--- config.mk ---
export PLATFORM = sky130hd
export DESIGN_NAME = adder_arbiter
export DESIGN_NICKNAME = d
export VERILOG_FILES = /design/src/rtl/adder_arbiter.sv
export SDC_FILE = /design/constraint.sdc
export NUM_CORES = 1
export LEC_CHECK = 0
export BUFFER_PORTS_ARGS = -buffer_cell sky130_fd_sc_hd__buf_2
export CAP_MARGIN = 20
export CORE_AREA = 2 2 117 119
export DETAILED_ROUTE_END_ITERATION = 7
export DIE_AREA = 0 0 119 121
export GPL_TIMING_DRIVEN = 0
export PLACE_DENSITY_LB_ADDON = 0.1
export SLEW_MARGIN = 15
export SYNTH_ARGS = -nofsm -noshare
export SYNTH_HDL_FRONTEND = slang
export SYNTH_HIERARCHICAL = 1
export SYNTH_SLANG_ARGS = --single-unit
--- constraint.sdc ---
create_clock -name clk -period 14.25 [get_ports clk]
set_input_delay 1.425 -clock clk [delete_from_list [all_inputs] [get_ports clk]]
set_output_delay 1.425 -clock clk [all_outputs]
set_load 0.05 [all_outputs]
--- src/rtl/adder_arbiter.sv ---
// Two-requester arbiter sharing one N-bit ripple adder; registered sum and {N,C,V} flags.
// Optional rsp_zero result flag is built when ADDER_ARB_ZERO_FLAG_EN is defined.

module adder_arbiter_ripple #(
    parameter int N = 32
) (
    input  logic [N-1:0] a,
    input  logic [N-1:0] b,
    input  logic         cin,
    output logic [N-1:0] sum,
    output logic         c_out,
    output logic         c_msb_in
);
    logic [N:0] c;

    assign c[0] = cin;

    for (genvar i = 0; i < N; i++) begin : g_bit
        assign sum[i]   = a[i] ^ b[i] ^ c[i];
        assign c[i+1]   = (a[i] & b[i]) | (c[i] & (a[i] ^ b[i]));
    end

    assign c_out    = c[N];
    assign c_msb_in = c[N-1];
endmodule

module adder_arbiter #(
    parameter int N = 32
) (
    input  logic           clk,
    input  logic           reset,
    input  logic [1:0]     req_valid,
    output logic [1:0]     req_ready,
    input  logic [2*N-1:0] req_a,
    input  logic [2*N-1:0] req_b,
    input  logic [1:0]     req_cin,
    output logic [1:0]     rsp_valid,
    input  logic [1:0]     rsp_ready,
    output logic [N-1:0]   rsp_sum,
    output logic [2:0]     rsp_flags,
`ifdef ADDER_ARB_ZERO_FLAG_EN
    output logic           rsp_zero,
`endif
    output logic [1:0]     dbg_state
);
    // Handshake: a transfer happens on a rising edge where valid and ready are both high;
    // a requester holds valid and operands stable until it sees its ready bit.
    localparam logic [1:0] IDLE = 2'd0;
    localparam logic [1:0] CALC = 2'd1;
    localparam logic [1:0] RESP = 2'd2;

    logic [1:0]   state_q, state_d;
    logic         last_grant_q, last_grant_d;
    logic         grant_q, grant_d;
    logic [N-1:0] a_q, a_d, b_q, b_d;
    logic         cin_q, cin_d;
    logic [N-1:0] sum_q, sum_d;
    logic [2:0]   flags_q, flags_d;
    logic         pick;
    logic [N-1:0] add_sum;
    logic         add_cout, add_cmsb;
`ifdef ADDER_ARB_ZERO_FLAG_EN
    logic         zero_q, zero_d;
`endif

    adder_arbiter_ripple #(.N(N)) u_adder (
        .a        (a_q),
        .b        (b_q),
        .cin      (cin_q),
        .sum      (add_sum),
        .c_out    (add_cout),
        .c_msb_in (add_cmsb)
    );

    always_comb begin
        state_d      = state_q;
        last_grant_d = last_grant_q;
        grant_d      = grant_q;
        a_d          = a_q;
        b_d          = b_q;
        cin_d        = cin_q;
        sum_d        = sum_q;
        flags_d      = flags_q;
`ifdef ADDER_ARB_ZERO_FLAG_EN
        zero_d       = zero_q;
`endif
        req_ready    = 2'b00;
        rsp_valid    = 2'b00;
        // On a tie the requester that lost last time wins.
        pick = (req_valid == 2'b11) ? ~last_grant_q : req_valid[1];
        case (state_q)
            IDLE: begin
                if (|req_valid) begin
                    req_ready[pick] = 1'b1;
                    grant_d         = pick;
                    last_grant_d    = pick;
                    a_d             = pick ? req_a[N +: N] : req_a[0 +: N];
                    b_d             = pick ? req_b[N +: N] : req_b[0 +: N];
                    cin_d           = req_cin[pick];
                    state_d         = CALC;
                end
            end
            CALC: begin
                sum_d   = add_sum;
                flags_d = {add_sum[N-1], add_cout, add_cout ^ add_cmsb};
`ifdef ADDER_ARB_ZERO_FLAG_EN
                zero_d  = (add_sum == '0);
`endif
                state_d = RESP;
            end
            RESP: begin
                rsp_valid[grant_q] = 1'b1;
                if (rsp_ready[grant_q]) begin
                    state_d = IDLE;
                end
            end
            default: state_d = IDLE;
        endcase
        // Reset overrides the handshake outputs in the same cycle it is asserted.
        if (reset) begin
            req_ready = 2'b00;
            rsp_valid = 2'b00;
        end
    end

    always_ff @(posedge clk) begin
        if (reset) begin
            state_q      <= IDLE;
            last_grant_q <= 1'b1;
            grant_q      <= 1'b0;
            a_q          <= '0;
            b_q          <= '0;
            cin_q        <= 1'b0;
            sum_q        <= '0;
            flags_q      <= '0;
`ifdef ADDER_ARB_ZERO_FLAG_EN
            zero_q       <= 1'b0;
`endif
        end else begin
            state_q      <= state_d;
            last_grant_q <= last_grant_d;
            grant_q      <= grant_d;
            a_q          <= a_d;
            b_q          <= b_d;
            cin_q        <= cin_d;
            sum_q        <= sum_d;
            flags_q      <= flags_d;
`ifdef ADDER_ARB_ZERO_FLAG_EN
            zero_q       <= zero_d;
`endif
        end
    end

    assign rsp_sum   = sum_q;
    assign rsp_flags = flags_q;
`ifdef ADDER_ARB_ZERO_FLAG_EN
    assign rsp_zero  = zero_q;
`endif
    assign dbg_state = state_q;
endmodule
* Word level (Yosys, flattened, before mapping)
Index checks and enable logic that the tools add are counted.
Cells by class: order comparisons 4, equal/unequal tests 5, multiplexer cells 19, bitwise gates (word level) 162, reductions and logical operators 6
Operators by type and width (count):
- 1-bit bitwise XOR | 65
- 1-bit AND | 64
- 32-bit 2-to-1 mux | 2
- 1-bit OR | 32
- 2-bit 2-to-1 mux | 7
- 1-bit 2-to-1 mux | 7
- 2-bit case mux with 3 select lines | 1
- 2-bit == test, second input constant | 2
- 1-bit by 2-bit less-than comparator with 1-bit output, second input constant | 2
- 2-bit inequality test, second input constant | 2
- 2-bit AND reduction | 2
- 1-bit demux with 1-bit select | 2
- 2-bit by 1-bit == test with 1-bit output, second input constant | 1
- 1-bit >= comparator, second input constant | 2
- 1-bit logical AND | 2
- 2-bit zero test | 1
- 2-bit OR reduction | 1
- 1-bit NOT | 1
Word-level totals: flip-flop bits (word level) 104, input port bits 136, output and inout bits 41, word-level logic and storage cells 204

* Depth between registers and ports, before layout
word-level depth 66, mapped depth 38, gate-level depth less buffers 38

* Modules after synthesis
The synthesis kept the hierarchy.
By module, submodules not included:
- adder_arbiter | instances 1, cells each 479, area each 4336.7 µm², sequential area each 2062.0 µm²
- adder_arbiter_ripple | instances 1, cells each 42, area each 678.2 µm², sequential area each 0.0 µm²

* Worst setup path before layout
Ideal clock, no wire load.
path type reg-to-reg, start register a_q[0], end register flags_q[0], in the netlist rsp_flags[0], setup time 0.086 ns, arrival time 12.545 ns, data required time 14.164 ns, slack 1.619 ns, cell stages (with the launch flop) 39, buffers on the path 0, clock period less this slack 12.631 ns, cell sequence dfxtp_1 fa_1 fa_1 fa_1 fa_1 fa_1 fa_1 fa_1 fa_1 fa_1 fa_1 fa_1 fa_1 fa_1 fa_1 fa_1 fa_1 inv_1 (+3 left out) fa_1 fa_1 fa_1 fa_1 fa_1 fa_1 fa_1 fa_1 fa_1 fa_1 fa_1 fa_1 inv_1 fa_1 inv_1 fa_1 xnor2_1 a211oi_1
On the way: cells in the longest elaborated chain, start to end 66, elaborated cells on any way between the ends 67, those cells by class bitwise (67)
RTL lines:
- start, declared | line 55 | logic [N-1:0] a_q, a_d, b_q, b_d;
- start signal, assigned | line 131 | a_q <= '0;
- start signal, assigned | line 143 | a_q <= a_d;
- 1-bit bitwise XOR | line 20 | assign c[i+1] = (a[i] & b[i]) | (c[i] & (a[i] ^ b[i]));
- 1-bit AND | line 20
- 1-bit OR * | line 20
- 1-bit AND * | line 20
- 1-bit OR * | line 20
- 1-bit AND * | line 20
- 1-bit OR * | line 20
- 1-bit AND * | line 20
- (+52 left out)
- 1-bit OR * | line 20
- 1-bit AND * | line 20
- 1-bit OR * | line 20
- via add_cmsb | line 61 | logic add_cout, add_cmsb;
- 1-bit AND * | line 20
- 1-bit OR * | line 20
- via add_cout | line 61
- 1-bit bitwise XOR * | line 105 | flags_d = {add_sum[N-1], add_cout, add_cout ^ add_cmsb};
- end signal, assigned | line 147 | flags_q <= flags_d;
- end, declared | line 58 | logic [2:0] flags_q, flags_d;
Mark *: on every way through the listed nets, which the timed path passes. The rest lies on a longest branch. A chain may end at the register's enable or synchronous reset.

* Worst setup path in the final report
Same ends and word-level chain as after synthesis.

==> impl_metrics.json <==
{
  "clk_latency_ns": 0.35,
  "min_from": "rsp_sum[0]$_SDFFE_PP0N_",
  "postSynthAreaPerCell_um2": 9.63,
  "critPathMaxFanout": 2,
  "cts.htree.levels": 3,
  "cts_root_buf": "clkbuf_16",
  "holdPathStages": 2,
  "route.detailed.drc": 0,
  "chipHeight_um": 121,
  "r2r_start": "a_q[0]$_SDFFE_PP0P_",
  "syn_nets": 689,
  "critPathArrivalTime_ns": 13.72,
  "vias": 4677,
  "start_util_pct": 38.3,
  "synth_cells": 521,
  "fmax_ghz": 0.0743,
  "wl_per_cell_um": 18.1,
  "gp_congestion": 0.903,
  "syn_area_um2": 5010,
  "status": "finished clean",
  "track_usage_pct": 22.6,
  "final_nets": 875,
  "cp_common_cell": "fa_1",
  "pre_cts_ws_ns": 0.895,
  "hold_path_class": "reg -> reg",
  "synth_fa_ha_area_share_pct": 12.8,
  "synth-seq-cells": 103,
  "powerDensity_nw_per_um2": 122,
  "worstSetupPathType": "reg -> reg",
  "hold_end": "rsp_sum[0]$_SDFFE_PP0N_",
  "drive_above_1_share_pct": 31.3,
  "worst_hold_slack_ns": 0.455,
  "dpl-instance-area_um2": 6110,
  "antenna_found_initial": 1,
  "finalHoldViolations": 0,
  "grt_max_degree": 16,
  "critPathCaptureType": "flop",
  "leakagePower_nw": 2.75,
  "finalCriticalPeriod_ns": 13.46,
  "power.total_uw": 784,
  "rows": 42,
  "ctsHoldBuffers": 0,
  "slew_violations": 0,
  "synth_compound_area_share_pct": 19.3,
  "cp.required_ns": 14.52,
  "rr_worst_depth": 38,
  "r2r-end": "rsp_flags[0]$_SDFFE_PP0N_",
  "worstMarginPinSlew_ns": 0.608,
  "vias_per_cell": 5.26,
  "cp_slowest_cell": "fa_1",
  "rsz0062_at_grt": "false",
  "drtIter0Drc": 306,
  "ioPinCount": 177,
  "antenna_left": 0,
  "dp_hpwl_um": 12500,
  "yosysSeqAreaShare_pct": 41.1,
  "cts_buffers": 9,
  "fin_cells": 889,
  "synth_cell_types": 39,
  "setup_viol": 0,
  "ctsResizeCount": 0,
  "die-area_um2": 14400,
  "finClkSkew_ns": 0.00915,
  "cts_tree": "built",
  "ir_worst_vdd_mv": 0.0524,
  "stdcell_area_um2": 6400,
  "setup_ws_ns": 0.794,
  "die_x_um": 119,
  "cts.clk_slew.worst_paths_ns": 0.07,
  "slew-limit-headroom_pct": 59.5,
  "cpPeakStageDelay_ns": 0.47,
  "max-cap-violations": 0,
  "fin_util_pct": 48.9,
  "startpoint_type": "flop",
  "dp_cells": 872,
  "yosys.area_share.simple_pct": 19.9,
  "synthMuxAreaShare_pct": 0.200,
  "grt_pass1_wl_um": 24900,
  "drt-pass1-iter-count": 5,
  "grt_pass1_vias": 4619,
  "cts_max_path_buffers": 2,
  "final.period_utilization_pct": 94.4,
  "fin_setup_tns_ns": 0,
  "cts.sinks": 103,
  "core_um2": 13100,
  "synth_xor_area_share_pct": 0.175,
  "grt_overflow": 0,
  "yosysWarnings": 6,
  "post_cts_buffers": 0,
  "area_growth_pct": 27.7,
  "r2r_slack_ns": 0.79,
  "synth_top_family_by_area": "simple AND/OR/NAND/NOR gates",
  "portBuffers": 175,
  "routed_wl_um": 16100
}
[how the worst max path moves through the flow]
| stage | start | endpoint | cells past startpoint |
|---|---|---|---|
| 2_1_floorplan | a_q[0]$_SDFFE_PP0P_ | rsp_flags[0]$_SDFFE_PP0N_ | 38 |
| 3_3_place_gp | b_q[0]$_SDFFE_PP0P_ | rsp_flags[0]$_SDFFE_PP0N_ | 38 |
| 3_5_place_dp | a_q[0]$_SDFFE_PP0P_ | rsp_flags[0]$_SDFFE_PP0N_ | 38 |
| 4_1_cts | a_q[0]$_SDFFE_PP0P_ | rsp_flags[0]$_SDFFE_PP0N_ | 38 |
| 5_1_grt | b_q[0]$_SDFFE_PP0P_ | rsp_flags[0]$_SDFFE_PP0N_ | 38 |
| 6_report | a_q[0]$_SDFFE_PP0P_ | rsp_flags[0]$_SDFFE_PP0N_ | 38 |
[power breakdown]
group | switching [mW] | leakage [nW] | internal (mW) | total, mW
logic | 0.119 | 1.76 | 0.0734 | 0.193
registers | 0.0251 | 0.846 | 0.318 | 0.343
clock network | 0.107 | 0.146 | 0.140 | 0.248
[routing by layer]
metal | up-vias | part of all wire (%) | global-route usage, %
li1 | 2260 | - | -
met1 | 2240 | 48 | 32.3
met2 | 162 | 45 | 34.3
met3 | 15 | 6.3 | 4.51
met4 | 0 | 1.4 | 7.51
met5 | - | 0 | 0
[cell usage in the layout (no fill, tap or decap), types with 2 or more instances in the layout]
cell and count:
buf_6 6, clkinv_2 3, a311oi_1 19, o21ai_0 13, clkbuf_16 9, fa_1 32, nand3b_1 14, nand2b_1 2
nor3_1 2, dfxtp_1 103, or2_2 2, nor3b_1 2, clkbuf_8 3, nand3_1 13, buf_2 183, nor4b_1 34
clkbuf_1 31, nand2_1 104, nor2_1 5, buf_4 5, a21oi_1 54, a221o_2 4, inv_1 10, a221o_1 29
a31oi_1 13
[layout make-up]
| cell class | count | area [um^2] |
|---|---|---|
| Clock inverter | 4 | 45.0 |
| Multi-Input combinational cell | 356 | 2620 |
| Fill cell | 1290 | 6680 |
| Inverter | 10 | 37.5 |
| Buffer | 52 | 294 |
| Antenna cell | 1 | 2.50 |
| Tap cell | 176 | 220 |
| Timing Repair Buffer | 175 | 876 |
| Clock buffer | 12 | 246 |
| Sequential cell | 103 | 2060 |
[worst max-delay path: cells and delay by family (launching register included)]
family | cells | cell delay (ns)
adder cells (fa/ha/maj) | 32 | 12.39
flip-flops | 1 | 0.33
buffers and inverters | 4 | 0.29
AO/OA/AOI/OAI | 1 | 0.21
XOR/XNOR | 1 | 0.15
[synthesized netlist by cell type]
cell type	number	area share, %
a211o_2	1	0.20
a211oi_1	1	0.15
a21bo_2	1	0.20
a21boi_2	1	0.22
a21oi_1	54	5.4
a221o_1	29	5.8
a221o_2	4	0.90
a2bb2oi_1	1	0.17
a311oi_1	19	3.3
a31oi_1	13	1.6
and2_2	1	0.15
buf_1	1	0.075
buf_2	8	0.80
buf_4	5	0.75
buf_6	6	1.3
clkbuf_1	29	2.2
clkbuf_8	2	0.55
dfxtp_1	103	41
dlygate4sd1_1	1	0.17
fa_1	32	13
inv_1	10	0.75
mux2i_1	1	0.20
nand2_1	104	7.8
nand2b_1	2	0.25
nand3_1	13	1.3
nand3b_1	14	2.1
nor2_1	5	0.37
nor2_2	1	0.12
nor2b_1	1	0.12
nor3_1	2	0.20
nor3b_1	2	0.30
nor3b_4	1	0.37
nor4b_1	34	5.9
nor4bb_1	1	0.20
o21ai_0	13	1.3
or2_2	2	0.25
or3b_1	1	0.17
or3b_4	1	0.22
xnor2_1	1	0.17
[logic make-up (layout without fill, tap and decap cells)]
kind of cell	Yosys count	in the layout
AO/OA/AOI/OAI	137	137
XOR/XNOR	1	1
multiplexers	1	1
adder cells (fa/ha/maj)	32	32
flip-flops	103	103
AND/OR/NAND/NOR	185	185
other	0	1
buffers and inverters	62	253
[flip-flops by register name, summed over array words and instances, names as in the netlist]
signal / count
grant_q: 1
rsp_sum: 32
a_q: 32
rsp_flags: 2
b_q: 32
cin_q: 1
last_grant_q: 1
dbg_state: 2
(Power assumes the default switching activity.)
